`src/rtl/matmul_pkg.sv`:
```
// Shared constants and FSM encoding for the matrix-multiply host loader.
package matmul_pkg;

    localparam int unsigned DWIDTH        = 8;
    localparam int unsigned MAT_SIZE      = 32;
    localparam int unsigned AWIDTH        = 7;
    localparam int unsigned HOST_W        = 32;
    localparam int unsigned ROW_W         = MAT_SIZE * DWIDTH;
    localparam int unsigned BEATS_PER_ROW = ROW_W / HOST_W;
    localparam int unsigned BEAT_W        = $clog2(BEATS_PER_ROW);
    localparam int unsigned ROW_CNT_W     = $clog2(MAT_SIZE);

    typedef enum logic [2:0] {
        S_IDLE   = 3'd0,
        S_LOAD_A = 3'd1,
        S_LOAD_B = 3'd2,
        S_DRAIN  = 3'd3,
        S_RUN    = 3'd4,
        S_FINISH = 3'd5
    } state_t;

endpackage

```
`src/rtl/row_packer.sv`:
```
// Packs HOST_W-wide host beats into ROW_W-wide rows, first beat in the LSBs.
module row_packer
    import matmul_pkg::*;
(
    input  logic              clk,
    input  logic              reset,
    input  logic              i_clear,
    input  logic              i_valid,
    input  logic              i_ready,
    input  logic [HOST_W-1:0] i_data,
    output logic              o_row_done,
    output logic              o_row_valid,
    output logic [ROW_W-1:0]  o_row_data
);

    logic [BEAT_W-1:0] r_beat;
    logic [ROW_W-1:0]  r_pack;
    logic              r_row_valid;
    logic              w_accept;

    assign w_accept    = i_valid & i_ready;
    // High in the cycle whose accepting edge lands the final beat of a row.
    assign o_row_done  = w_accept && (r_beat == BEAT_W'(BEATS_PER_ROW - 1));
    assign o_row_valid = r_row_valid;
    assign o_row_data  = r_pack;

    always_ff @(posedge clk) begin
        if (reset) begin
            r_beat      <= '0;
            r_pack      <= '0;
            r_row_valid <= 1'b0;
        end else begin
            r_row_valid <= o_row_done;
            if (i_clear) begin
                r_beat <= '0;
            end else if (w_accept) begin
                r_pack[r_beat*HOST_W +: HOST_W] <= i_data;
                r_beat <= o_row_done ? '0 : r_beat + 1'b1;
            end
        end
    end

endmodule

```
`src/rtl/matmul_load_ctrl.sv`:
```
// Host loader: fills matrix A then B RAM row by row, then runs the multiply.
module matmul_load_ctrl
    import matmul_pkg::*;
#(
    parameter int unsigned WE_DELAY    = 2,
    parameter int unsigned RUN_TIMEOUT = 4095
) (
    input  logic              clk,
    input  logic              reset,
    input  logic              cmd_start,
    input  logic              in_valid,
    output logic              in_ready,
    input  logic [HOST_W-1:0] in_data,
    output logic              enable_writing_to_mem,
    output logic [AWIDTH-1:0] addr_pi,
    output logic [ROW_W-1:0]  data_pi,
    output logic              we_a,
    output logic              we_b,
    output logic              start_mat_mul,
    input  logic              done_mat_mul,
    output logic              busy,
    output logic              done,
    output logic              error
);

    localparam int unsigned RUN_CW = $clog2(RUN_TIMEOUT + 1);

    state_t               r_state;
    state_t               w_next;
    logic [ROW_CNT_W-1:0] r_row_cnt;
    logic [AWIDTH-1:0]    r_addr;
    logic [RUN_CW-1:0]    r_run_cnt;
    logic                 r_error;
    logic                 r_row_a;
    logic                 r_row_b;
    logic [ROW_W-1:0]     r_dl_data [WE_DELAY];
    logic [WE_DELAY-1:0]  r_dl_v;
    logic [WE_DELAY-1:0]  r_dl_a;
    logic [WE_DELAY-1:0]  r_dl_b;

    logic                 w_loading;
    logic                 w_start;
    logic                 w_row_done;
    logic                 w_row_valid;
    logic [ROW_W-1:0]     w_row_data;
    logic                 w_last_row;
    logic                 w_pipe_busy;
    logic                 w_timeout;
    logic                 w_set_error;

    row_packer u_packer (
        .clk         (clk),
        .reset       (reset),
        .i_clear     (w_start),
        .i_valid     (in_valid),
        .i_ready     (w_loading),
        .i_data      (in_data),
        .o_row_done  (w_row_done),
        .o_row_valid (w_row_valid),
        .o_row_data  (w_row_data)
    );

    assign w_loading   = (r_state == S_LOAD_A) || (r_state == S_LOAD_B);
    assign w_start     = (r_state == S_IDLE) && cmd_start;
    assign w_last_row  = (r_row_cnt == ROW_CNT_W'(MAT_SIZE - 1));
    assign w_pipe_busy = w_row_valid | (|r_dl_v);
    assign w_timeout   = (r_run_cnt == RUN_CW'(RUN_TIMEOUT - 1));

    assign in_ready = w_loading;
    assign addr_pi  = r_addr;
    assign data_pi  = r_dl_data[WE_DELAY-1];
    assign we_a     = r_dl_v[WE_DELAY-1] & r_dl_a[WE_DELAY-1];
    assign we_b     = r_dl_v[WE_DELAY-1] & r_dl_b[WE_DELAY-1];
    assign error    = r_error;

    always_comb begin
        w_next                = r_state;
        enable_writing_to_mem = 1'b0;
        start_mat_mul         = 1'b0;
        busy                  = 1'b1;
        done                  = 1'b0;
        w_set_error           = 1'b0;
        unique case (r_state)
            S_IDLE: begin
                busy = 1'b0;
                if (cmd_start) w_next = S_LOAD_A;
            end
            S_LOAD_A: begin
                enable_writing_to_mem = 1'b1;
                if (w_row_done && w_last_row) w_next = S_LOAD_B;
            end
            S_LOAD_B: begin
                enable_writing_to_mem = 1'b1;
                if (w_row_done && w_last_row) w_next = S_DRAIN;
            end
            S_DRAIN: begin
                // Leaves one cycle after the final write pulse has left the delay line.
                enable_writing_to_mem = 1'b1;
                if (!w_pipe_busy) w_next = S_RUN;
            end
            S_RUN: begin
                start_mat_mul = 1'b1;
                if (done_mat_mul) begin
                    w_next = S_FINISH;
                end else if (w_timeout) begin
                    w_next      = S_FINISH;
                    w_set_error = 1'b1;
                end
            end
            S_FINISH: begin
                done   = 1'b1;
                w_next = S_IDLE;
            end
            default: w_next = S_IDLE;
        endcase
    end

    always_ff @(posedge clk) begin
        if (reset) begin
            r_state   <= S_IDLE;
            r_row_cnt <= '0;
            r_addr    <= '0;
            r_run_cnt <= '0;
            r_error   <= 1'b0;
            r_row_a   <= 1'b0;
            r_row_b   <= 1'b0;
        end else begin
            r_state <= w_next;
            if (w_start) begin
                r_row_cnt <= '0;
            end else if (w_row_done) begin
                r_row_cnt <= w_last_row ? '0 : r_row_cnt + 1'b1;
            end
            if (w_row_done) r_addr <= AWIDTH'(r_row_cnt);
            r_row_a   <= w_row_done && (r_state == S_LOAD_A);
            r_row_b   <= w_row_done && (r_state == S_LOAD_B);
            r_run_cnt <= (r_state == S_RUN) ? r_run_cnt + 1'b1 : '0;
            if (w_start) begin
                r_error <= 1'b0;
            end else if (w_set_error) begin
                r_error <= 1'b1;
            end
        end
    end

    // Write-enable/data skew: addr_pi leads by one cycle, this line adds WE_DELAY more.
    always_ff @(posedge clk) begin
        if (reset) begin
            r_dl_v <= '0;
            r_dl_a <= '0;
            r_dl_b <= '0;
            for (int unsigned i = 0; i < WE_DELAY; i++) r_dl_data[i] <= '0;
        end else begin
            r_dl_v[0]    <= w_row_valid;
            r_dl_a[0]    <= r_row_a;
            r_dl_b[0]    <= r_row_b;
            r_dl_data[0] <= w_row_data;
            for (int unsigned i = 1; i < WE_DELAY; i++) begin
                r_dl_v[i]    <= r_dl_v[i-1];
                r_dl_a[i]    <= r_dl_a[i-1];
                r_dl_b[i]    <= r_dl_b[i-1];
                r_dl_data[i] <= r_dl_data[i-1];
            end
        end
    end

endmodule

```
`config.mk`:
```
export PLATFORM = sky130hd
export DESIGN_NAME = matmul_load_ctrl
export DESIGN_NICKNAME = d
export VERILOG_FILES = /design/src/rtl/matmul_pkg.sv /design/src/rtl/row_packer.sv /design/src/rtl/matmul_load_ctrl.sv
export SDC_FILE = /design/constraint.sdc
export NUM_CORES = 1
export LEC_CHECK = 0
export ABC_AREA = 1
export BUFFER_PORTS_ARGS = -buffer_cell sky130_fd_sc_hd__buf_2
export CAP_MARGIN = 15
export CORE_MARGIN = 2
export CORE_UTILIZATION = 50
export DETAILED_ROUTE_END_ITERATION = 16
export GPL_TIMING_DRIVEN = 0
export PLACE_DENSITY = 0.7
export SLEW_MARGIN = 0
export SYNTH_ARGS = -nofsm -noshare
export SYNTH_HDL_FRONTEND = slang
export SYNTH_SLANG_ARGS = --single-unit
```
`constraint.sdc`:
```
create_clock -name clk -period 2.91 [get_ports clk]
set_input_delay 0.291 -clock clk [delete_from_list [all_inputs] [get_ports clk]]
set_output_delay 0.291 -clock clk [all_outputs]
set_load 0.05 [all_outputs]
```
==> flow_metrics.env <==
export IMPL_die_area_um2=57800
export IMPL_wl_per_cell_um=14.9
export IMPL_synth_cells=3500
export IMPL_clkTransAtPathRegs_ps=60
export IMPL_status="complete, no violations"
export IMPL_final_util_pct=60.4
export IMPL_stdcell_count=4722
export IMPL_critical_path_class="reg -> reg"
export IMPL_drt_first_pass_iters=6
export IMPL_ir_drop_mv=0.687
export IMPL_ys_ff_latch=806
export IMPL_drc=0
export IMPL_cp_arrival_ps=3150
export IMPL_crit_family="buffers and inverters"
export IMPL_overflow=0
export IMPL_syn2layout_area_growth_pct=19.2
export IMPL_start_util_pct=50.6
export IMPL_cts_buffer_depth=3
export IMPL_cp_max_fo=16
export IMPL_hold_ws_ps=36.9
export IMPL_insertion_delay_ps=620
export IMPL_routabilityCongestion=0.908
export IMPL_skew_ps=29.8
export IMPL_tritoncts="built"
export IMPL_postRouteAntennaNets=0
export IMPL_drt_total_wl_um=70500
export IMPL_io_pins=308
export IMPL_switching_share_pct=25.9
export IMPL_crit_path_top_delay_cell="dfxtp_2"
export IMPL_syn_area_um2=27900
export IMPL_slew_headroom_pct=29.7
export IMPL_switchingPower_uw=6260
export IMPL_period_minus_slack_ps=2610
export IMPL_drt_vias_per_instance=4.49
export IMPL_cpPeakStageDelay_ps=440
export IMPL_antenna_found_initial=1
export IMPL_cp_cell_sequence="inv_2, ha_1, ha_1, inv_2, nand3_1, nor3_4, buf_12, clkbuf_1, o21ai_0, nor2_1"
export IMPL_htreeDepth=3
export IMPL_grt_pass1_wl_um=107000
export IMPL_grt_max_degree=17
export IMPL_critical_path_buf_inv_count=4
export IMPL_maxCapViolations=0
export IMPL_post_dp_hpwl_um=50800
export IMPL_cp_required_ps=3450
export IMPL_power_clock_fraction_pct=41.9
export IMPL_cts_root_buf="clkbuf_16"
export IMPL_ys_seq_area_share_pct=57.7
export IMPL_rsz0062_at_grt="false"
export IMPL_rows=86
export IMPL_hp_class="in -> reg"
export IMPL_fill_cells=4881
export IMPL_yosysWarningCount=0
export IMPL_crit_path_start_kind="register"
export IMPL_leakagePower_uw=0.0165
export IMPL_power_frac_seq_pct=47.8
export IMPL_cts_buffers=78
export IMPL_grt_pass1_vias=19800
export IMPL_die_w_um=240
export IMPL_coreArea_um2=55200
export IMPL_chipHeight_um=240
export IMPL_setup_viol=0
export IMPL_p_int_uw=17900
export IMPL_tightest_slew_ps=1050
export IMPL_end_kind="register"
export IMPL_dp_cells=4553
export IMPL_period_share_pct=89.6
export IMPL_finalPower_uw=24200
export IMPL_num_vias=21200
export IMPL_tns_ps=0
export IMPL_portBuffers=304
export IMPL_synth_area_per_cell_um2=7.99
export IMPL_slew_violations=0
export IMPL_drt_iter0_markers=1743
export IMPL_synth_cell_types=35
export IMPL_fmax_mhz=384
export IMPL_powerDensity_nw_per_um2=726
export IMPL_hold_violations=0
export IMPL_p_comb_share_pct=10.3
export IMPL_clock_sinks=806
export IMPL_nNetsFinal=3961
export IMPL_diodes=0
export IMPL_multi_input_area_um2=6980
export IMPL_grtUsageTotal_pct=24.5
export IMPL_layout_drive_gt1_share_pct=19.1
export IMPL_seqCellArea_um2=16100
power groups by stage:
stage | Sequential (uW) | Combinational, uW | Clock (uW)
floorplan | 11700 | 1730 | 0
CTS | 11600 | 2430 | 10300
detailed placement | 11800 | 2390 | 0
global placement | 11800 | 2350 | 0
global route | 11600 | 2720 | 10800
finish | 11600 | 2500 | 10100
per-layer routing:
| layer | track usage (%) | vias up | share of wire [%] |
|---|---|---|---|
| li1 | - | 10800 | - |
| met5 | 0 | - | 0 |
| met3 | 4.34 | 155 | 6.9 |
| met2 | 40.2 | 674 | 46 |
| met4 | 11.9 | 0 | 4.4 |
| met1 | 31.1 | 9600 | 42 |
through the flow:
| stage | setup slack [ps] | cell area [um2] |
|---|---|---|
| 2_1_floorplan | 547 | 28000 |
| 3_3_place_gp | -98.7 | 30400 |
| 3_5_place_dp | -140 | 30400 |
| 4_1_cts | 202 | 33300 |
| 5_1_grt | 81.0 | 33300 |
| 6_report | 303 | 33300 |
synth_stat cells, drive strengths merged:
library cell  count  area (um2)
o21ai            76         380
nor3            101         527
a21o              1        7.51
buf             307        2230
o21a              2        15.0
nand3            16        95.1
nor2            984        3700
xor2              2        17.5
clkbuf          111         417
clkinv            1        3.75
o31ai             1        7.51
nor3b            10        75.1
dfxtp           806       16100
inv             582        2190
ha               10         125
a21oi            60         300
a211oi            1        7.51
nand4            19         119
nand2           407        1580
or2               2        12.5
conb              1        3.75
logic make-up (layout without fill, tap and decap cells):
| logic type | count (synthesis) | in the layout | synth area share (%) |
|---|---|---|---|
| adder cells (fa/ha/maj) | 10 | 10 | 0.448 |
| flip-flops | 806 | 806 | 57.7 |
| XOR/XNOR | 2 | 2 | 0.0627 |
| AO/OA/AOI/OAI | 141 | 141 | 2.57 |
| AND/OR/NAND/NOR | 1539 | 1539 | 21.9 |
| other | 1 | 2 | 0.0134 |
| buffers and inverters | 1001 | 1474 | 17.3 |
area by class of cell:
class,instances,share of cell area [%]
clock inverters,27,0.830
multi-input cells,1694,21.0
flip-flops and latches,806,48.4
plain buffers,417,7.92
inverters,583,6.58
repair buffers,334,5.50
well taps,748,2.81
clock buffers,113,6.98
worst reg2reg max path, stage by stage (launching register included):
cell and delay (ps):
dfxtp_2 440, inv_2 190, ha_1 250, ha_1 360, inv_2 190, nand3_1 140
nor3_4 180, buf_12 150, clkbuf_1 330, o21ai_0 170, nor2_1 140
path summary, 6_finish.rpt:
path	startpoint	slack, ps	end	cells past startpoint
worst max-delay path	u_packer.r_beat[0]	300	u_packer.o_row_data[24]	10
worst min-delay path	in_data[0]	40	u_packer.o_row_data[0]	3
worst min register to register	r_dl_data[0][116]	400	r_dl_data[0][372]	2
worst max register to register	u_packer.r_beat[0]	300	u_packer.o_row_data[24]	10
flip-flops by register name, summed over array words and instances, names as in the netlist, 2 cells and up:
| name | flops |
|---|---|
| u_packer.r_beat | 3 |
| r_run_cnt | 12 |
| r_dl_v | 2 |
| r_dl_b | 2 |
| addr_pi | 5 |
| r_dl_data | 512 |
| r_dl_a | 2 |
| r_row_cnt | 5 |
| u_packer.o_row_data | 256 |
| r_state | 3 |
cell usage in the layout (no fill, tap or decap), types with 5 or more instances in the layout:
cell and count:
clkbuf_1 123, dfxtp_1 805, clkinv_2 13, nor3b_1 10, inv_1 576, nor2_1 983
nand3_1 13, clkbuf_16 80, nor3_1 98, dlygate4sd3_1 29, o21ai_0 75, buf_4 259
buf_6 6, nand4_1 19, nand2_1 400, inv_6 5, a21oi_1 60, clkbuf_8 20
ha_1 10, inv_2 5, buf_2 341, nand2_4 5
timing repair:
action | 4_1_cts | 5_1_grt
hold buffers | 29 | 0
buffers inserted | 0 | 1
pin swaps | 0 | 1
cloned | 0 | 0
setup endpoints to repair | 30 | 17
hold endpoints to repair | 29 | 0
resized for setup | 1 | 0
Power figures use the tool's default switching activity.
